--- src/rtl/bus_master_arb_pkg.sv ---
// Shared bus types and round-robin helpers for the bus master arbiter.
package bus_master_arb_pkg;

  localparam int unsigned ARB_MAX_MASTERS = 8;
  localparam int unsigned ARB_IDX_W       = $clog2(ARB_MAX_MASTERS);

  typedef struct packed {
    logic [31:0] addr;
    logic [31:0] wdata;
    logic [3:0]  sel;
    logic        we;
    logic        req;
  } m2s_s;

  typedef struct packed {
    logic [31:0] rdata;
    logic        ack;
  } s2m_s;

  typedef enum logic {ARB_IDLE, ARB_BUSY} arb_state_e;

  // Searches from last+1 with mod-8 wrap; unused upper request bits must be zero, which makes
  // the result identical to a mod-N search for any N <= ARB_MAX_MASTERS.
  function automatic logic [ARB_MAX_MASTERS-1:0] rr_pick(
    input logic [ARB_MAX_MASTERS-1:0] req,
    input logic [ARB_IDX_W-1:0]       last
  );
    logic [ARB_MAX_MASTERS-1:0] gnt;
    logic [ARB_IDX_W-1:0]       idx;
    gnt = '0;
    for (int unsigned off = 1; off <= ARB_MAX_MASTERS; off++) begin
      idx = last + ARB_IDX_W'(off);
      if (req[idx] && (gnt == '0)) begin
        gnt[idx] = 1'b1;
      end
    end
    return gnt;
  endfunction

endpackage

--- src/rtl/bus_master_arb_rr_arbiter.sv ---
// Combinational round-robin pick: one-hot winner after last_i, plus a valid flag.
module rr_arbiter
  import bus_master_arb_pkg::*;
#(
  parameter int unsigned N = 2
) (
  input  logic [N-1:0]         req_i,
  input  logic [$clog2(N)-1:0] last_i,
  output logic [N-1:0]         gnt_o,
  output logic                 valid_o
);

  logic [ARB_MAX_MASTERS-1:0] req_pad;
  logic [ARB_MAX_MASTERS-1:0] gnt_pad;
  logic [ARB_IDX_W-1:0]       last_pad;
  logic                       unused_gnt;

  always_comb begin
    req_pad                     = '0;
    req_pad[N-1:0]              = req_i;
    last_pad                    = '0;
    last_pad[$clog2(N)-1:0]     = last_i;
    gnt_pad                     = rr_pick(req_pad, last_pad);
  end

  assign gnt_o      = gnt_pad[N-1:0];
  assign valid_o    = |req_i;
  // Bits above N are always zero since their requests are tied off.
  assign unused_gnt = ^gnt_pad;

endmodule

--- src/rtl/bus_master_arb.sv ---
// Round-robin arbiter sharing one bus master port among numMasters requesters,
// holding the grant for a full req->ack transaction with a hung-slave timeout.
module bus_master_arb
  import bus_master_arb_pkg::*;
#(
  parameter int unsigned numMasters = 2,
  parameter int unsigned timeout    = 64
) (
  input  logic                    clk,
  input  logic                    rst,
  input  m2s_s [numMasters-1:0]   bus_master_out_i,
  output s2m_s [numMasters-1:0]   bus_master_in_o,
  output m2s_s                    bus_arb_out_o,
  input  s2m_s                    bus_arb_in_i,
  output logic [numMasters-1:0]   grant_o,
  output logic                    bus_err_o
);

  localparam int unsigned IdxW = $clog2(numMasters);
  localparam int unsigned CntW = (timeout > 0) ? $clog2(timeout + 1) : 1;
  localparam logic [CntW-1:0] TimeoutLast = CntW'(timeout - 1);

  arb_state_e              state_q, state_d;
  logic [numMasters-1:0]   grant_q, grant_d;
  logic [IdxW-1:0]         gidx_q, gidx_d;
  logic [IdxW-1:0]         last_q, last_d;
  logic [CntW-1:0]         cnt_q, cnt_d;

  logic [numMasters-1:0]   req_vec;
  logic [numMasters-1:0]   pick_gnt;
  logic                    pick_valid;
  logic [IdxW-1:0]         pick_idx;
  m2s_s                    cur_req;
  logic                    timeout_hit;

  always_comb begin
    req_vec = '0;
    for (int i = 0; i < numMasters; i++) begin
      req_vec[i] = bus_master_out_i[i].req;
    end
  end

  rr_arbiter #(
    .N (numMasters)
  ) u_rr_arbiter (
    .req_i   (req_vec),
    .last_i  (last_q),
    .gnt_o   (pick_gnt),
    .valid_o (pick_valid)
  );

  always_comb begin
    pick_idx = '0;
    for (int i = 0; i < numMasters; i++) begin
      if (pick_gnt[i]) begin
        pick_idx = IdxW'(i);
      end
    end
  end

  assign cur_req     = bus_master_out_i[gidx_q];
  assign timeout_hit = (timeout != 0) && (cnt_q == TimeoutLast);
  assign grant_o     = grant_q;

  always_comb begin
    state_d         = state_q;
    grant_d         = grant_q;
    gidx_d          = gidx_q;
    last_d          = last_q;
    cnt_d           = cnt_q;
    bus_arb_out_o   = '0;
    bus_master_in_o = '0;
    bus_err_o       = 1'b0;

    unique case (state_q)
      ARB_IDLE: begin
        if (pick_valid) begin
          grant_d = pick_gnt;
          gidx_d  = pick_idx;
          cnt_d   = '0;
          state_d = ARB_BUSY;
        end
      end
      ARB_BUSY: begin
        if (!cur_req.req) begin
          // Withdrawn request: nothing downstream, nothing forwarded back.
          bus_err_o = 1'b1;
          last_d    = gidx_q;
          grant_d   = '0;
          state_d   = ARB_IDLE;
        end else begin
          bus_arb_out_o = cur_req;
          if (bus_arb_in_i.ack) begin
            bus_master_in_o[gidx_q] = bus_arb_in_i;
            last_d                  = gidx_q;
            grant_d                 = '0;
            state_d                 = ARB_IDLE;
          end else if (timeout_hit) begin
            bus_arb_out_o.req           = 1'b0;
            bus_master_in_o[gidx_q].ack = 1'b1;
            bus_err_o                   = 1'b1;
            last_d                      = gidx_q;
            grant_d                     = '0;
            state_d                     = ARB_IDLE;
          end else begin
            bus_master_in_o[gidx_q] = bus_arb_in_i;
            if (cnt_q != '1) begin
              cnt_d = cnt_q + CntW'(1);
            end
          end
        end
      end
      default: state_d = ARB_IDLE;
    endcase
  end

  always_ff @(posedge clk) begin
    if (rst) begin
      state_q <= ARB_IDLE;
      grant_q <= '0;
      gidx_q  <= '0;
      last_q  <= IdxW'(numMasters - 1);
      cnt_q   <= '0;
    end else begin
      state_q <= state_d;
      grant_q <= grant_d;
      gidx_q  <= gidx_d;
      last_q  <= last_d;
      cnt_q   <= cnt_d;
    end
  end

endmodule

--- config.mk ---
export PLATFORM = sky130hd
export DESIGN_NAME = bus_master_arb
export DESIGN_NICKNAME = d
export VERILOG_FILES = /design/src/rtl/bus_master_arb_pkg.sv /design/src/rtl/bus_master_arb_rr_arbiter.sv /design/src/rtl/bus_master_arb.sv
export SDC_FILE = /design/constraint.sdc
export NUM_CORES = 1
export LEC_CHECK = 0
export ABC_CLOCK_PERIOD_IN_PS = 1850
export BUFFER_PORTS_ARGS = -buffer_cell sky130_fd_sc_hd__buf_2
export CAP_MARGIN = 20
export CORE_AREA = 4 4 120 122
export DETAILED_ROUTE_END_ITERATION = 16
export DIE_AREA = 0 0 124 126
export PLACE_DENSITY = 0.55
export SLEW_MARGIN = 20
export SYNTH_ARGS = -nofsm -noshare
export SYNTH_HDL_FRONTEND = slang
export SYNTH_SLANG_ARGS = --single-unit
--- constraint.sdc ---
create_clock -name clk -period 1.85 [get_ports clk]
set_clock_uncertainty 0.1 [all_clocks]
set_input_delay 0.37 -clock clk [delete_from_list [all_inputs] [get_ports clk]]
set_output_delay 0.37 -clock clk [all_outputs]
set_load 0.1 [all_outputs]
==> impl_metrics.prom <==
# TYPE chip_impl_metric gauge
chip_impl_metric{name="synth_top_area_share",unit="%"} 32.28
chip_impl_metric{name="synth.yosys.seq_area_share",unit="%"} 11.23
chip_impl_metric{name="worstPathRequired",unit="ns"} 1.38
chip_impl_metric{name="worst_pin_slew",unit="ns"} 0.4871
chip_impl_metric{name="syn-mean-instance-area",unit="um^2"} 6.924
chip_impl_metric{name="floorplan.initialDensity",unit="%"} 16.22
chip_impl_info{name="yosysTopAreaCell",value="sky130_fd_sc_hd__mux2i_1"} 1
chip_impl_metric{name="wl_met1",unit="um"} 5530
chip_impl_metric{name="synthesis.area",unit="um^2"} 2140
chip_impl_metric{name="worst_slew_margin_rel",unit="%"} 67.75
chip_impl_info{name="cts_tree",value="yes"} 1
chip_impl_metric{name="worstPathMaxFanout",unit=""} 32
chip_impl_metric{name="vias_in_the_first_global_route",unit=""} 4221
chip_impl_metric{name="synth-adder-area-share",unit="%"} 0.5848
chip_impl_metric{name="drtPass1Iterations",unit=""} 4
chip_impl_metric{name="critPathArrivalTime",unit="ns"} 1.70
chip_impl_metric{name="final_design_utilization",unit="%"} 63.15
chip_impl_metric{name="final_antenna_net_count",unit=""} 0
chip_impl_metric{name="powerDensity",unit="nW/um^2"} 497.4
chip_impl_metric{name="clock_tree.buffer_depth",unit=""} 2
chip_impl_metric{name="synth.yosys.warnings",unit=""} 0
chip_impl_metric{name="report.final.hold_viol_count",unit=""} 0
chip_impl_info{name="end_kind",value="primary output"} 1
chip_impl_metric{name="synth.distinct_cells",unit=""} 35
chip_impl_metric{name="placement.cell_area",unit="um^2"} 6955
chip_impl_metric{name="xor_xnor_share_of_the_synthesized_area",unit="%"} 0
chip_impl_metric{name="area_enclosed_by_the_die_boundary",unit="um^2"} 15620
chip_impl_metric{name="vias",unit=""} 3834
chip_impl_metric{name="portBuffers",unit=""} 313
chip_impl_metric{name="post-route-worst-setup-slack",unit="ns"} -0.3244
chip_impl_metric{name="floorplan.io_pins",unit=""} 314
chip_impl_metric{name="grt_antenna_before_repair",unit=""} 4
chip_impl_metric{name="routed_via_density",unit=""} 4.463
chip_impl_metric{name="routed_wire_length_per_instance",unit="um"} 19.48
chip_impl_metric{name="met3_length",unit="um"} 1700
chip_impl_metric{name="fp.dieW",unit="um"} 124
chip_impl_metric{name="final_period_minus_worst_setup_slack",unit="ns"} 2.174
chip_impl_info{name="crit_path_kind",value="reg2out"} 1
chip_impl_metric{name="synth-simple-area-share",unit="%"} 41.58
chip_impl_metric{name="detailed_place_hpwl",unit="um"} 12360
chip_impl_metric{name="synthesis.instances",unit=""} 309
chip_impl_info{name="path_cells",value="ha_4, nand4b_1, nor3_4, nor2_2, buf_12, and2_4, buf_12"} 1
chip_impl_metric{name="design.core.area",unit="um^2"} 13190
chip_impl_metric{name="postSynthRegisterBits",unit=""} 12
chip_impl_metric{name="worst_skew_pair.late_latency",unit="ns"} 0.25
chip_impl_metric{name="areaGrowthSynthToFinish",unit="%"} 289.3
chip_impl_metric{name="clkSinkCount",unit=""} 12
chip_impl_metric{name="drt_first_iter_violations",unit=""} 135
chip_impl_metric{name="synthMuxAreaShare",unit="%"} 32.98
chip_impl_metric{name="irDropWorstVdd",unit="mV"} 0.3706
chip_impl_info{name="status",value="finished, violations left"} 1
chip_impl_info{name="cts_root_buf",value="sky130_fd_sc_hd__clkbuf_16"} 1
chip_impl_metric{name="net_count_reported_at_finish",unit=""} 856
chip_impl_metric{name="filler_cell_count",unit=""} 973
chip_impl_info{name="critical-path-slowest-cell",value="sky130_fd_sc_hd__dfxtp_2"} 1
chip_impl_info{name="top_layer_used",value="met4"} 1
chip_impl_info{name="worst_setup_path_start_kind",value="flop"} 1
chip_impl_metric{name="routed_wirelength",unit="um"} 16730
chip_impl_metric{name="cts_h_tree_depth",unit=""} 1
chip_impl_metric{name="cts_inserted_buffers",unit=""} 3
chip_impl_info{name="synth.area.top_cells",value="sky130_fd_sc_hd__mux2i_1 (32%), sky130_fd_sc_hd__and2_1 (19%), sky130_fd_sc_hd__nor2_1 (14%)"} 1
chip_impl_metric{name="dr_wl_met2",unit="um"} 9114
chip_impl_info{name="synth_top_family_by_area",value="simple AND/OR/NAND/NOR gates"} 1
chip_impl_metric{name="cp_slowest_stage_delay",unit="ns"} 0.35
chip_impl_metric{name="grt_start_max_net_pins",unit=""} 33
chip_impl_metric{name="congestion_overflow_gr",unit=""} 0
chip_impl_metric{name="drive_above_1_share",unit="%"} 88.51
chip_impl_metric{name="post-route-drc-count",unit=""} 0
chip_impl_metric{name="final-setup-viol-count",unit=""} 137
chip_impl_metric{name="grt_pass1_wl",unit="um"} 23910
chip_impl_info{name="rsz0062_at_grt",value="yes"} 1
chip_impl_info{name="failed_checks",value="negative setup slack"} 1
chip_impl_metric{name="globalRouteTotalUtil",unit="%"} 19.59
chip_impl_metric{name="die_height",unit="um"} 126
chip_impl_metric{name="gp_routability_congestion",unit=""} 0.8533
chip_impl_metric{name="clock.fmax",unit="GHz"} 0.4599
chip_impl_metric{name="power_leakage",unit="nW"} 3.401
chip_impl_metric{name="path_clk_slew",unit="ns"} 0.04
chip_impl_metric{name="cap_violations",unit=""} 0
chip_impl_metric{name="timing_max_transition_violations_final",unit=""} 0
chip_impl_info{name="crit_top_cell",value="sky130_fd_sc_hd__buf_12"} 1
chip_impl_info{name="min-delay-path-class",value="in2reg"} 1
chip_impl_metric{name="rows",unit=""} 42
chip_impl_metric{name="synth-compound-area-share",unit="%"} 7.953
chip_impl_metric{name="layout_worst_path_cycle_share",unit="%"} 117.5
chip_impl_metric{name="minimum_setup_slack_among_reg_to_reg_paths",unit="ns"} 0.13
chip_impl_metric{name="synth_fp_nets",unit=""} 485
chip_impl_metric{name="postLayoutCellArea",unit="um^2"} 8329
## timing repair
item,4_1_cts,5_1_grt
pin swaps,31,24
hold buffers,0,0
setup buffers,21,12
setup endpoints to repair,137,140
gates resized for setup,135,63
gates cloned,10,0
## cells in the final DEF, fill, tap and decap left out, types with 4 or more instances in the layout
cell type and count:
sky130_fd_sc_hd__mux2i_2 16, sky130_fd_sc_hd__buf_12 157, sky130_fd_sc_hd__mux2i_4 38, sky130_fd_sc_hd__buf_8 7, sky130_fd_sc_hd__buf_2 176, sky130_fd_sc_hd__and2_4 65
sky130_fd_sc_hd__a21oi_1 7, sky130_fd_sc_hd__buf_4 30, sky130_fd_sc_hd__diode_2 4, sky130_fd_sc_hd__buf_16 5, sky130_fd_sc_hd__nor2_4 71, sky130_fd_sc_hd__dfxtp_1 9
sky130_fd_sc_hd__nand3_1 8, sky130_fd_sc_hd__a31oi_1 5, sky130_fd_sc_hd__nor2_1 4, sky130_fd_sc_hd__buf_6 14, sky130_fd_sc_hd__or3_1 4, sky130_fd_sc_hd__mux2i_1 15
## worst paths after layout
check / endpoint / depth (start not counted) / start
min: cnt_q[1] / 2 / rst
max: bus_master_in_o[65] / 7 / cnt_q[1]
max reg2reg: grant_o[0] / 7 / cnt_q[1]
min reg2reg: grant_o[1] / 2 / grant_o[1]
## per-stage QoR
stage	power [mW]	setup slack, ns	hold WS [ns]	TNS [ns]	std cells
after floorplan	2.065	-0.8516	0.3432	-19.02	309
after global placement	3.085	-0.08620	0.3468	-4.940	823
after detailed placement	3.111	-0.1024	0.3562	-6.238	823
after CTS	4.066	-0.3385	0.3204	-36.62	857
after global routing	4.267	-0.4394	0.3343	-44.90	859
final	4.143	-0.3244	0.3247	-35.39	859
## area by class of cell
class	count	area (um^2)	share of cell area (%)
diodes	4	10.01	0.1202
repair buffers	389	4649	55.82
multi-input cells	272	3107	37.30
flip-flops and latches	12	246.5	2.959
inverters	2	7.507	0.09013
clock buffers	4	88.84	1.067
well taps	176	220.2	2.644
## registers in the layout (all words and copies together), names as in the netlist
name / flops
cnt_q: 7
gidx_q: 1
grant_o: 2
last_q: 1
state_q: 1
## critical path, delay by kind of cell, from the launching register on
family / cells / cell delay [ns]
adder cells (fa/ha/maj): 1 / 0.13
buffers and inverters: 2 / 0.33
AND/OR/NAND/NOR: 4 / 0.66
flip-flops: 1 / 0.35
## power breakdown
| part | switching (mW) | total, mW | internal (mW) | leakage, nW |
|---|---|---|---|---|
| registers | 0.0124 | 0.286 | 0.273 | 0.0995 |
| logic | 1.99 | 3.41 | 1.42 | 3.26 |
| clock network | 0.124 | 0.451 | 0.327 | 0.0442 |
| total | 2.13 | 4.14 | 2.02 | 3.40 |
## layer usage
layer / global-route usage, % / vias to the layer above
met1: 19.74 / 1762
li1: - / 1799
met4: 6.121 / 0
met3: 5.516 / 30
met5: 0 / -
met2: 37.96 / 243
## logic make-up (layout without fill, tap and decap cells)
| kind of cell | Yosys count | after routing |
|---|---|---|
| multiplexers | 70 | 70 |
| AND/OR/NAND/NOR | 174 | 175 |
| flip-flops | 12 | 12 |
| other | 0 | 4 |
| buffers and inverters | 26 | 395 |
| AO/OA/AOI/OAI | 26 | 26 |
| adder cells (fa/ha/maj) | 1 | 1 |
## synth_stat cells
| library cell | number |
|---|---|
| sky130_fd_sc_hd__nor3_1 | 2 |
| sky130_fd_sc_hd__ha_1 | 1 |
| sky130_fd_sc_hd__mux2i_1 | 69 |
| sky130_fd_sc_hd__nor2_1 | 78 |
| sky130_fd_sc_hd__o21ai_0 | 3 |
| sky130_fd_sc_hd__nand2_1 | 4 |
| sky130_fd_sc_hd__nand3_1 | 8 |
| sky130_fd_sc_hd__and2b_2 | 1 |
| sky130_fd_sc_hd__a21boi_0 | 1 |
| sky130_fd_sc_hd__o21a_1 | 1 |
| sky130_fd_sc_hd__clkbuf_2 | 3 |
| sky130_fd_sc_hd__or3_1 | 4 |
| sky130_fd_sc_hd__o2111ai_1 | 1 |
| sky130_fd_sc_hd__o31ai_1 | 1 |
| sky130_fd_sc_hd__nand2_4 | 1 |
| sky130_fd_sc_hd__or2b_1 | 1 |
| sky130_fd_sc_hd__nand2b_1 | 1 |
| sky130_fd_sc_hd__and3_1 | 3 |
| sky130_fd_sc_hd__inv_1 | 2 |
| sky130_fd_sc_hd__nor2b_1 | 1 |
| sky130_fd_sc_hd__o211ai_1 | 1 |
| sky130_fd_sc_hd__a21oi_1 | 7 |
| sky130_fd_sc_hd__a31o_2 | 1 |
| sky130_fd_sc_hd__o21bai_1 | 1 |
| sky130_fd_sc_hd__nand3b_1 | 1 |
| sky130_fd_sc_hd__a21o_1 | 1 |
| sky130_fd_sc_hd__buf_2 | 16 |
| sky130_fd_sc_hd__and2_1 | 66 |
| sky130_fd_sc_hd__nand4b_1 | 2 |
| sky130_fd_sc_hd__clkbuf_1 | 5 |
| sky130_fd_sc_hd__mux2_4 | 1 |
| sky130_fd_sc_hd__dfxtp_1 | 12 |
| sky130_fd_sc_hd__o21ba_2 | 2 |
| sky130_fd_sc_hd__a31oi_1 | 6 |
| sky130_fd_sc_hd__nor3_2 | 1 |
No activity file was read; power rests on OpenSTA's default activity.
